[config.mk]
export PLATFORM = sky130hd
export DESIGN_NAME = mem_interface
export DESIGN_NICKNAME = d
export VERILOG_FILES = /design/src/rtl/mic1_pkg.sv /design/src/rtl/mem_req_chan.sv /design/src/rtl/mem_interface.sv
export SDC_FILE = /design/constraint.sdc
export NUM_CORES = 1
export LEC_CHECK = 0
export ABC_AREA = 1
export BUFFER_PORTS_ARGS = -buffer_cell sky130_fd_sc_hd__buf_2
export CAP_MARGIN = 20
export CORE_MARGIN = 2
export CORE_UTILIZATION = 40
export DETAILED_ROUTE_END_ITERATION = 6
export GPL_TIMING_DRIVEN = 0
export MAX_ROUTING_LAYER = met4
export PLACE_DENSITY_LB_ADDON = 0.05
export SLEW_MARGIN = 20
export SYNTH_ARGS = -nofsm -noshare
export SYNTH_HDL_FRONTEND = slang
export SYNTH_SLANG_ARGS = --single-unit
[constraint.sdc]
create_clock -name clk -period 2.95 [get_ports clk]
set_input_delay 0 -clock clk [delete_from_list [all_inputs] [get_ports clk]]
set_output_delay 0 -clock clk [all_outputs]
set_load 0.05 [all_outputs]
[src/rtl/mic1_pkg.sv]
// Shared MIC-1 widths, default memory size and byte extension helpers.
// No logic of its own; imported by the datapath memory interface files.
// Word-oriented definitions used by both port channels and the MBR path.
package mic1_pkg;

  localparam int WORD_W            = 32;
  localparam int BYTE_W            = 8;
  localparam int DEFAULT_MEM_WORDS = 512;

  typedef logic [WORD_W-1:0] word_t;
  typedef logic [BYTE_W-1:0] byte_t;

  // MBR as a signed operand (e.g. BIPUSH immediates, branch offsets)
  function automatic word_t sext_byte(input byte_t b);
    return {{(WORD_W-BYTE_W){b[BYTE_W-1]}}, b};
  endfunction

  // MBR as an unsigned operand (e.g. opcodes, local variable indices)
  function automatic word_t zext_byte(input byte_t b);
    return {{(WORD_W-BYTE_W){1'b0}}, b};
  endfunction

endpackage

[src/rtl/mem_req_chan.sv]
// One memory port request channel: captures a request and its address/data at the issue edge.
// Latency: strobe is high for exactly the one cycle after the issue edge.
// No backpressure: memory accepts every strobe, so a new request may issue every cycle.
module mem_req_chan
  import mic1_pkg::*;
#(
  parameter int ADDR_W = WORD_W,
  parameter int DAT_W  = WORD_W
) (
  input  logic              clk,
  input  logic              rst,
  input  logic              i_req,
  input  logic              i_we,
  input  logic [ADDR_W-1:0] i_addr,
  input  logic [DAT_W-1:0]  i_wdata,
  output logic              o_ren,
  output logic              o_wen,
  output logic [ADDR_W-1:0] o_addr,
  output logic [DAT_W-1:0]  o_wdata
);

  logic              r_pend;
  logic              r_we;
  logic [ADDR_W-1:0] r_addr;
  logic [DAT_W-1:0]  r_wdata;

  // Pending flag lives one cycle; address/data are held so the live registers may move on
  always_ff @(posedge clk) begin
    if (rst) begin
      r_pend  <= 1'b0;
      r_we    <= 1'b0;
      r_addr  <= '0;
      r_wdata <= '0;
    end else begin
      r_pend <= i_req;
      if (i_req) begin
        r_we    <= i_we;
        r_addr  <= i_addr;
        r_wdata <= i_wdata;
      end
    end
  end

  assign o_ren   = r_pend & ~r_we;
  assign o_wen   = r_pend &  r_we;
  assign o_addr  = r_addr;
  assign o_wdata = r_wdata;

endmodule

[src/rtl/mem_interface.sv]
// MIC-1 memory interface: owns MAR/MDR/PC/MBR and drives port A (word) and port B (byte fetch).
// Latency: strobe in the cycle after rd/wr/fetch; MDR/MBR data visible two cycles after issue.
// No backpressure: one request per port per cycle, pipelined without stall; conflicts flag proto_err.
module mem_interface
  import mic1_pkg::*;
#(
  parameter logic [WORD_W-1:0] RESET_PC  = 32'h0,
  parameter int                MEM_WORDS = DEFAULT_MEM_WORDS
) (
  input  logic              clk,
  input  logic              rst,
  input  logic [WORD_W-1:0] c_bus,
  input  logic              load_mar,
  input  logic              load_mdr,
  input  logic              load_pc,
  input  logic              rd,
  input  logic              wr,
  input  logic              fetch,
  output logic [WORD_W-1:0] mdr_out,
  output logic [WORD_W-1:0] pc_out,
  output logic [WORD_W-1:0] mbr_s,
  output logic [WORD_W-1:0] mbr_u,
  output logic              wen_A,
  output logic              ren_A,
  output logic              ren_B,
  output logic [WORD_W-1:0] addr_A,
  output logic [WORD_W-1:0] addr_B,
  output logic [WORD_W-1:0] wdata_A,
  input  logic [WORD_W-1:0] rdata_A,
  input  logic [BYTE_W-1:0] rdata_B,
  output logic              proto_err
);

  // MAR is a word address, PC a byte address into the same memory
  localparam word_t MAR_LIMIT = word_t'(MEM_WORDS);
  localparam word_t PC_LIMIT  = word_t'(4 * MEM_WORDS);

  logic [WORD_W-1:0] r_mar;
  logic [WORD_W-1:0] r_mdr;
  logic [WORD_W-1:0] r_pc;
  logic [BYTE_W-1:0] r_mbr;
  logic              r_proto_err;

  // Values the registers hold after this edge; requests sample these so a same-cycle load is honoured
  logic [WORD_W-1:0] w_mar_nxt;
  logic [WORD_W-1:0] w_pc_nxt;
  logic [WORD_W-1:0] w_wdata_nxt;

  logic              w_a_req;
  logic              w_a_ren;
  logic              w_a_wen;
  logic              w_b_ren;
  logic              w_b_wen;
  logic [0:0]        w_b_wdata;
  logic              w_b_unused;
  logic              w_err_rdwr;
  logic              w_err_mdr;
  logic              w_err_mar;
  logic              w_err_pc;

  assign w_mar_nxt   = load_mar ? c_bus : r_mar;
  assign w_pc_nxt    = load_pc  ? c_bus : r_pc;
  assign w_wdata_nxt = load_mdr ? c_bus : r_mdr;

  // rd and wr together collapse to a single write on port A
  assign w_a_req = rd | wr;

  mem_req_chan #(
    .ADDR_W (WORD_W),
    .DAT_W  (WORD_W)
  ) u_chan_a (
    .clk     (clk),
    .rst     (rst),
    .i_req   (w_a_req),
    .i_we    (wr),
    .i_addr  (w_mar_nxt),
    .i_wdata (w_wdata_nxt),
    .o_ren   (w_a_ren),
    .o_wen   (w_a_wen),
    .o_addr  (addr_A),
    .o_wdata (wdata_A)
  );

  mem_req_chan #(
    .ADDR_W (WORD_W),
    .DAT_W  (1)
  ) u_chan_b (
    .clk     (clk),
    .rst     (rst),
    .i_req   (fetch),
    .i_we    (1'b0),
    .i_addr  (w_pc_nxt),
    .i_wdata (1'b0),
    .o_ren   (w_b_ren),
    .o_wen   (w_b_wen),
    .o_addr  (addr_B),
    .o_wdata (w_b_wdata)
  );

  // Port B is read-only; its write-side outputs are constant and deliberately dropped
  assign w_b_unused = w_b_wen ^ w_b_wdata[0];

  assign ren_A = w_a_ren;
  assign wen_A = w_a_wen;
  assign ren_B = w_b_ren;

  assign w_err_rdwr = rd & wr;
  assign w_err_mdr  = w_a_ren & load_mdr;
  assign w_err_mar  = w_a_req & (w_mar_nxt >= MAR_LIMIT);
  assign w_err_pc   = fetch & (w_pc_nxt >= PC_LIMIT);

  // MAR and PC: plain C-bus loads; an in-flight fetch keeps its own held address
  always_ff @(posedge clk) begin
    if (rst) begin
      r_mar <= '0;
      r_pc  <= RESET_PC;
    end else begin
      r_mar <= w_mar_nxt;
      r_pc  <= w_pc_nxt;
    end
  end

  // MDR: read return has priority over a C-bus load at the same edge
  always_ff @(posedge clk) begin
    if (rst) begin
      r_mdr <= '0;
    end else if (w_a_ren) begin
      r_mdr <= rdata_A;
    end else if (load_mdr) begin
      r_mdr <= c_bus;
    end
  end

  // MBR: captures the fetched byte at the end of the strobe cycle
  always_ff @(posedge clk) begin
    if (rst) begin
      r_mbr <= '0;
    end else if (w_b_ren) begin
      r_mbr <= rdata_B;
    end
  end

  // Sticky protocol/range error, cleared only by reset
  always_ff @(posedge clk) begin
    if (rst) begin
      r_proto_err <= 1'b0;
    end else if (w_err_rdwr | w_err_mdr | w_err_mar | w_err_pc) begin
      r_proto_err <= 1'b1;
    end
  end

  assign mdr_out   = r_mdr;
  assign pc_out    = r_pc;
  assign mbr_s     = sext_byte(r_mbr);
  assign mbr_u     = zext_byte(r_mbr);
  assign proto_err = r_proto_err;

endmodule

==> key figures, run 1 <==
STA
  – Unrepaired setup endpoints after global routing: no
  – Clock skew: 0.005307 ns
  – Period minus WS final: roughly 2 ns
  – Max Clock Freq: 0.5074 GHz
  – Max-slew headroom: 0.4317
  – Fin. max-slew vios: 0
  – Final period util: 0.6681
  – Finish-stage setup viols: 0
  – Setup tns final: 0 ns
  – Final Hold Viols: 0
  – Worst slew pin tran: 0.8513 ns

Detailed routing
  – Antenna viol nets, final: 0
  – Total Routed Length: 29090 µm
  – Vias per std cell: 4.728
  – WL met3: roughly 1800 µm
  – WL met2: 13540 µm
  – Total iterations of the first detailed-routing run: 5
  – DRT iter0 DRCs: slightly above 500
  – Uppermost routed layer: met4
  – Met1 wire length: 12760 µm
  – Via count: between 8000 and 9000
  – Wire per inst: about 17 µm
  – Drt drc: 0

Power
  – Pwr per Cell Area: 659.9 nW/µm²
  – Combinational power share: 0.240
  – Lkg Pwr: 6.100 nW
  – Peak supply drop: 0.0004134 V
  – P_sw: 0.002566 W
  – Clock power share: 0.364
  – Sw frac: 0.3309
  – Cell-internal power: 0.005188 W
  – Seq pwr share: 0.396

Critical path
  – Critical path required time: 3.34 ns
  – Critical path peak fanout: 10
  – Crit start category: flip-flop
  – CP peak stage delay: 0.57 ns
  – Critical path depth: 7
  – Slowest CP cell: dlygate4sd3_1
  – CP arrival: between 2 and 2.5 ns
  – Critical Path Sink Type: flip-flop
  – Delay-heaviest family, CP: buffers and inverters
  – Cells along the critical path: inv_1 -> nor2_1 -> inv_2 -> clkbuf_1 -> o21ai_0 -> a21oi_1 -> dlygate4sd3_1
  – FF-to-FF path depth: 7
  – Crit path buf inv count: 4
  – Critical path class: reg2reg

Clock network
  – CTS clk-pin slew, worst paths: 0.06 ns
  – CTS Sinks: around 200
  – Clock latency on the worst-skew pair: around 0.5 ns
  – Clock Tree Buf Depth: 3
  – CTS tree: built
  – H-tree depth: 1
  – CTS Root Cell: clkbuf_16
  – Total CTS buffers: 22

Placement
  – Placed Instances: 1604
  – Dpl cell area: 9841 µm²
  – PortBufs: 281
  – Routability Congestion: a little over 0.9
  – Detailed Place HPWL: 21340 µm

Global route
  – Largest net degree at the start of global routing: 28
  – First-pass GRT wire length: 44470 µm
  – Initial antenna violation count: 1
  – Gr usage total: 0.2714
  – Vias in the first global route: 7925
  – Total global routing overflow: 0

Logic synthesis
  – Register area share after synthesis: 0.5094
  – Synth top area cells: dfxtp_1 51%, o21ai_0 9.8%, nand2_1 8.6%
  – Synth Register Bits: 204
  – Yosys warnings: 0
  – Syn Area/Cell: just under 8 µm²
  – Gate Count Post-Synth: 1035
  – Yosys top cell by area: dfxtp_1
  – Unique masters post-synth: 20
  – Mapped cell area: about 8000 µm²
  – Synth top area share: 0.5094

Final layout
  – Fill cell count: around 1800
  – Final Cell Area: about 12000 µm²
  – FF+latch area: 4084 µm²
  – Core Util, Final: 0.5998
  – Area occupied by multi-input gates: 2960 µm²
  – Share of cells above drive strength 1: 0.2704
  – Fin cells: 1760
  – Layout area overhead: 46.57%
  – Layout Nets: 1559

Floorplan
  – Die width: 145.6 µm
  – Initial core utilization: 0.4092
  – # rows: 51
  – Total die area: 21190 µm²
  – Die span in y: around 150 µm
  – Core area: 19590 µm²
  – I/O pin count: 308

Run status
  – Status: finished clean

Job
  – Max Cap Viol: 0

Hold path
  – Min-Delay Path Class: in2reg
  – Worst hold stages: 5
-- registers in the layout, indices dropped and copies added (netlist names) --
| name | flops |
|---|---|
| u_chan_b.r_pend | 1 |
| u_chan_b.o_addr | 32 |
| u_chan_a.r_we | 1 |
| u_chan_a.o_wdata | 32 |
| proto_err | 1 |
| u_chan_a.r_pend | 1 |
| pc_out | 32 |
| u_chan_a.o_addr | 32 |
| r_mar | 32 |
| mdr_out | 32 |
| r_mbr | 8 |
-- cell families (layout without fill, tap and decap cells) --
family,count (synthesis),count (layout),share of synthesized area
simple gates,316,316,0.1494
buf+inv,204,640,0.1320
flops,204,204,0.5094
compound gates,296,296,0.1912
mux,14,14,0.01748
other cells,1,25,0.0004678
-- path summary, 6_finish.rpt --
check,startpoint,endpoint,slack [ns]
setup / recovery,u_chan_a.r_pend,mdr_out[3],0.98
hold reg to reg,u_chan_b.o_addr[0],u_chan_b.o_addr[0],0.48
setup reg to reg,u_chan_a.r_pend,mdr_out[3],0.98
hold / removal,c_bus[11],pc_out[11],0.002
-- power groups by stage --
stage          Sequential [W]  Combinational (W)  Clock [W]
6_report              0.00307            0.00186    0.00282
5_1_grt               0.00309            0.00197    0.00299
4_1_cts               0.00307            0.00185    0.00286
3_5_place_dp          0.00313            0.00171          0
3_3_place_gp          0.00313            0.00171          0
2_1_floorplan         0.00372           0.000655          0
-- cell type report --
| cell class | count | area share |
|---|---|---|
| Timing Repair Buffer | 397 | 0.2185 |
| Inverter | 81 | 0.02588 |
| Multi-Input combinational cell | 650 | 0.2519 |
| Antenna cell | 1 | 0.0002130 |
| Tap cell | 265 | 0.02822 |
| Clock inverter | 4 | 0.003833 |
| Clock buffer | 35 | 0.05963 |
| Buffer | 123 | 0.06421 |
| Sequential cell | 204 | 0.3476 |
-- what timing repair did --
item | 4_1_cts | 5_1_grt
endpoints found under the hold margin | 176 | 0
setup buffers | 0 | 0
gates resized for setup | 0 | 0
hold buffers | 116 | 0
-- Yosys cell counts --
cell / count
a21oi_1: 114
buf_1: 6
buf_2: 15
buf_4: 58
buf_6: 6
buf_8: 1
clkbuf_1: 37
conb_1: 1
dfxtp_1: 204
inv_1: 78
inv_2: 3
mux2i_1: 14
nand2_1: 184
nand2_2: 2
nand3_1: 5
nor2_1: 125
o211ai_1: 16
o21ai_0: 157
o21ai_1: 6
o21ai_2: 3
-- layout by cell type, fill, tap and decap left out --
cell type / instances
nand2_2: 2
conb_1: 24
o21ai_0: 157
dfxtp_1: 204
buf_1: 6
buf_2: 296
o21ai_2: 3
buf_6: 6
clkbuf_8: 8
inv_1: 78
mux2i_1: 14
o21ai_1: 6
nand2_1: 184
nor2_1: 125
a21oi_1: 114
buf_4: 58
buf_8: 1
clkinv_2: 3
clkbuf_1: 41
o211ai_1: 16
bufinv_16: 1
nand3_1: 5
inv_2: 3
diode_2: 1
clkbuf_16: 23
dlygate4sd3_1: 116
-- stage by stage --
stage | worst slack (ns) | hold WS, ns | power [W]
after CTS | 1.031 | 0.009370 | 0.007778
after floorplan | 1.166 | 0.1174 | 0.004378
after global placement | 1.454 | 0.2258 | 0.004833
final | 0.9791 | 0.002320 | 0.007754
after detailed placement | 1.449 | 0.2288 | 0.004841
after global routing | 0.8412 | 0.05622 | 0.008051
-- worst min-delay path: stages --
cell     delay (ns)
buf_2          0.08
inv_1          0.12
nand2_1        0.11
o21ai_2        0.07
nor2_1         0.08
-- layer usage --
| layer | vias to the layer above | track usage |
|---|---|---|
| met4 | 0 | 0.09461 |
| li1 | 4150 | - |
| met2 | 344 | 0.4441 |
| met1 | 3756 | 0.3452 |
| met5 | - | - |
| met3 | 71 | 0.03824 |
Power figures use the tool's default switching activity.
==> run 2: changes to the inputs <==
--- a/config.mk
+++ b/config.mk
@@ -5,7 +5,7 @@
 export SDC_FILE = /design/constraint.sdc
 export NUM_CORES = 1
 export LEC_CHECK = 0
-export ABC_AREA = 1
+export ABC_AREA = 0
 export BUFFER_PORTS_ARGS = -buffer_cell sky130_fd_sc_hd__buf_2
 export CAP_MARGIN = 20
 export CORE_MARGIN = 2
==> constraint.sdc (replaced) <==
create_clock -name clk -period 2 [get_ports clk]
set_input_delay 0 -clock clk [delete_from_list [all_inputs] [get_ports clk]]
set_output_delay 0 -clock clk [all_outputs]
set_load 0.05 [all_outputs]
==> key figures, run 2 <==
Run status
  – Status: finished clean

STA
  – Max-slew headroom: 0.4163
  – Fin. max-slew vios: 0
  – Max Clock Freq: approximately 0.54 GHz
  – Final Hold Viols: 0
  – Unrepaired setup endpoints after global routing: no
  – WHS: 0.02316 ns
  – Final period util: 0.9340
  – Worst slew pin tran: 0.8743 ns
  – Setup tns final: 0 ns
  – Finish-stage setup viols: 0
  – Clock skew: 0.01340 ns
  – Period minus WS final: 1.868 ns

Clock network
  – Post-CTS setup buffers: 0
  – Clock latency on the worst-skew pair: between 0.5 and 0.6 ns
  – Total CTS buffers: 22
  – CTS Sinks: 204
  – CTS Root Cell: clkbuf_16
  – CTS tree: built
  – H-tree depth: 1
  – Clock Tree Buf Depth: 3
  – CTS clk-pin slew, worst paths: approximately 0.060 ns

Critical path
  – Delay-heaviest family, CP: flip-flops
  – Crit start category: flip-flop
  – Critical path class: reg2out
  – Slowest CP cell: dfxtp_1
  – R2R Path End: proto_err
  – Critical Path Sink Type: output port
  – CP peak stage delay: 0.89 ns
  – Crit path buf inv count: 2
  – FF-to-FF path depth: 5
  – R2R Setup Slk: 0.18 ns
  – R2R Path Start: r_mar[31]
  – Critical path required time: 2.00 ns
  – Critical path peak fanout: 27
  – CP arrival: 1.87 ns
  – Cells along the critical path: buf_4 -> buf_2

Logic synthesis
  – Unique masters post-synth: 26
  – Synth top area share: 0.5232
  – Register area share after synthesis: 0.5232
  – Syn Area/Cell: 9.673 µm²
  – Commonest register cell after synthesis: dfxtp_1
  – Post-synth EDFFs: 0
  – Mapped cell area: 7806 µm²
  – Most frequent cell after synthesis: nor2_1
  – Yosys warnings: 0
  – Gate Count Post-Synth: approximately 810
  – Post-synth ARST share: 0
  – Post-synth top cells: 209 x nor2_1, 204 x dfxtp_1, 128 x a211oi_1
  – Yosys top cell by area: dfxtp_1
  – Synth top area cells: dfxtp_1 52%, mux2i_1 13%, a211oi_1 12%
  – Synth Register Bits: 204

Power
  – Seq pwr share: 0.417
  – Lkg Pwr: around 5.4 nW
  – Sw frac: 0.3324
  – Cell-internal power: between 0.007 and 0.008 W
  – P_sw: 0.003614 W
  – Combinational power share: 0.232
  – Peak supply drop: just over 0.0006 V
  – Clock power share: 0.351
  – Pwr per Cell Area: approximately 1000 nW/µm²

Placement
  – PortBufs: 279
  – Detailed Place HPWL: 20030 µm
  – Placed Instances: 1374
  – Dpl cell area: ~9600 µm²
  – Routability Congestion: about 0.8

Floorplan
  – I/O pin count: a little over 300
  – Die width: roughly 140 µm
  – Total die area: 20650 µm²
  – # rows: 51
  – Die span in y: 143.7 µm
  – Core area: 19330 µm²
  – Initial core utilization: 0.4037

Hold path
  – Min-Delay Path Class: in2reg
  – Min-delay src: rst
  – Hold path endpoint: u_chan_b.r_pend
  – Worst hold stages: 3

Detailed routing
  – Total Routed Length: 27330 µm
  – Drt drc: 0
  – Wire per inst: 18.34 µm
  – Total iterations of the first detailed-routing run: 4
  – DRT iter0 DRCs: ~240
  – Antenna viol nets, final: 0
  – Via count: roughly 7300
  – Vias per std cell: 4.902

Final layout
  – Layout area overhead: 41.88%
  – Commonest non-fill, non-tap cell in the layout: buf_2
  – Layout Nets: 1291
  – Core Util, Final: 0.5728
  – Final Cell Area: approximately 11000 µm²
  – Fin cells: ~1500
  – Share of cells above drive strength 1: 0.3121
  – FF+latch area: between 4000 and 5000 µm²
  – Fill cell count: 1847
  – Most frequent cells in the layout: 290 x buf_2, 209 x nor2_1, 204 x dfxtp_1, 128 x a211oi_1, 104 x mux2i_1
  – Area occupied by multi-input gates: 3123 µm²

Global route
  – Total global routing overflow: 0
  – Initial antenna violation count: 1
  – Gr usage total: 0.2627
  – Vias in the first global route: 6972
  – First-pass GRT wire length: 39980 µm
  – Largest net degree at the start of global routing: 28

Job
  – Max Cap Viol: 0
## run 2: cell count changes after synthesis, moves of 75 or more
cell	before	now
nand2_1	184	1
o21ai_0	157	0
a211oi_1	0	128
a21oi_1	114	2
mux2i_1	14	104
nor2_1	125	209
inv_1	78	3
## run 2: final cells by class
class                   instances  area share
repair buffers                357      0.1966
clock buffers                  31     0.05739
plain buffers                 120     0.06100
inverters                       3    0.001017
diodes                          1   0.0002259
multi-input cells             503      0.2820
flip-flops and latches        204      0.3687
clock inverters                 6    0.003163
well taps                     265     0.02994
## run 2: power by group through the flow
stage	combinational (W)	clock, W	sequential, W
5_1_grt	0.00266	0.00405	0.00456
2_1_floorplan	0.000881	0	0.00547
6_report	0.00252	0.00382	0.00453
3_3_place_gp	0.00239	0	0.00462
3_5_place_dp	0.00240	0	0.00462
4_1_cts	0.00252	0.00388	0.00453
## run 2: worst max-delay path by stage
stage,start,to,slack [ns],cells past startpoint
final,r_mbr[7],mbr_s[29],0.13,2
after global routing,r_mbr[7],mbr_s[22],0.006,2
after CTS,u_chan_a.r_we,mdr_out[24],0.007,5
after detailed placement,u_chan_a.r_we,mdr_out[24],0.01,5
after global placement,u_chan_a.r_we,mdr_out[8],0.07,5
after floorplan,r_mar[31],proto_err,0.42,5
## run 2: per-stage QoR
stage | total power [W] | worst slack, ns
finish | 0.01087 | 0.1321
global placement | 0.007006 | 0.06547
floorplan | 0.006348 | 0.4198
detailed placement | 0.007015 | 0.01236
CTS | 0.01093 | 0.007464
global route | 0.01127 | 0.005948
## run 2: layer usage
| layer | up-vias | global-route usage | share of wire |
|---|---|---|---|
| met3 | 57 | 0.04365 | 0.061 |
| met4 | 0 | 0.07998 | 0.031 |
| met2 | 292 | 0.4276 | 0.47 |
| met1 | 3401 | 0.3365 | 0.44 |
| met5 | - | - | 0 |
| li1 | 3554 | - | - |
## run 2: worst register-to-register path, cell delays in order, from the launching register on
cell	delay, ns
dfxtp_1	0.32
or4_1	0.57
nor3_1	0.23
a31oi_1	0.08
a2111oi_2	0.35
o32ai_1	0.13
## run 2: timing repair
action,CTS,global route
gates resized for setup,0,2
setup endpoints to repair,0,27
hold buffers,78,0
hold endpoints to repair,162,0
## run 2: logic make-up (layout without fill, tap and decap cells)
logic type,Yosys count,after routing,share of synthesized area
compound gates,135,135,0.1300
buf+inv,123,517,0.08783
flops,204,204,0.5232
simple gates,240,240,0.1252
other cells,1,25,0.0004804
mux,104,104,0.1334
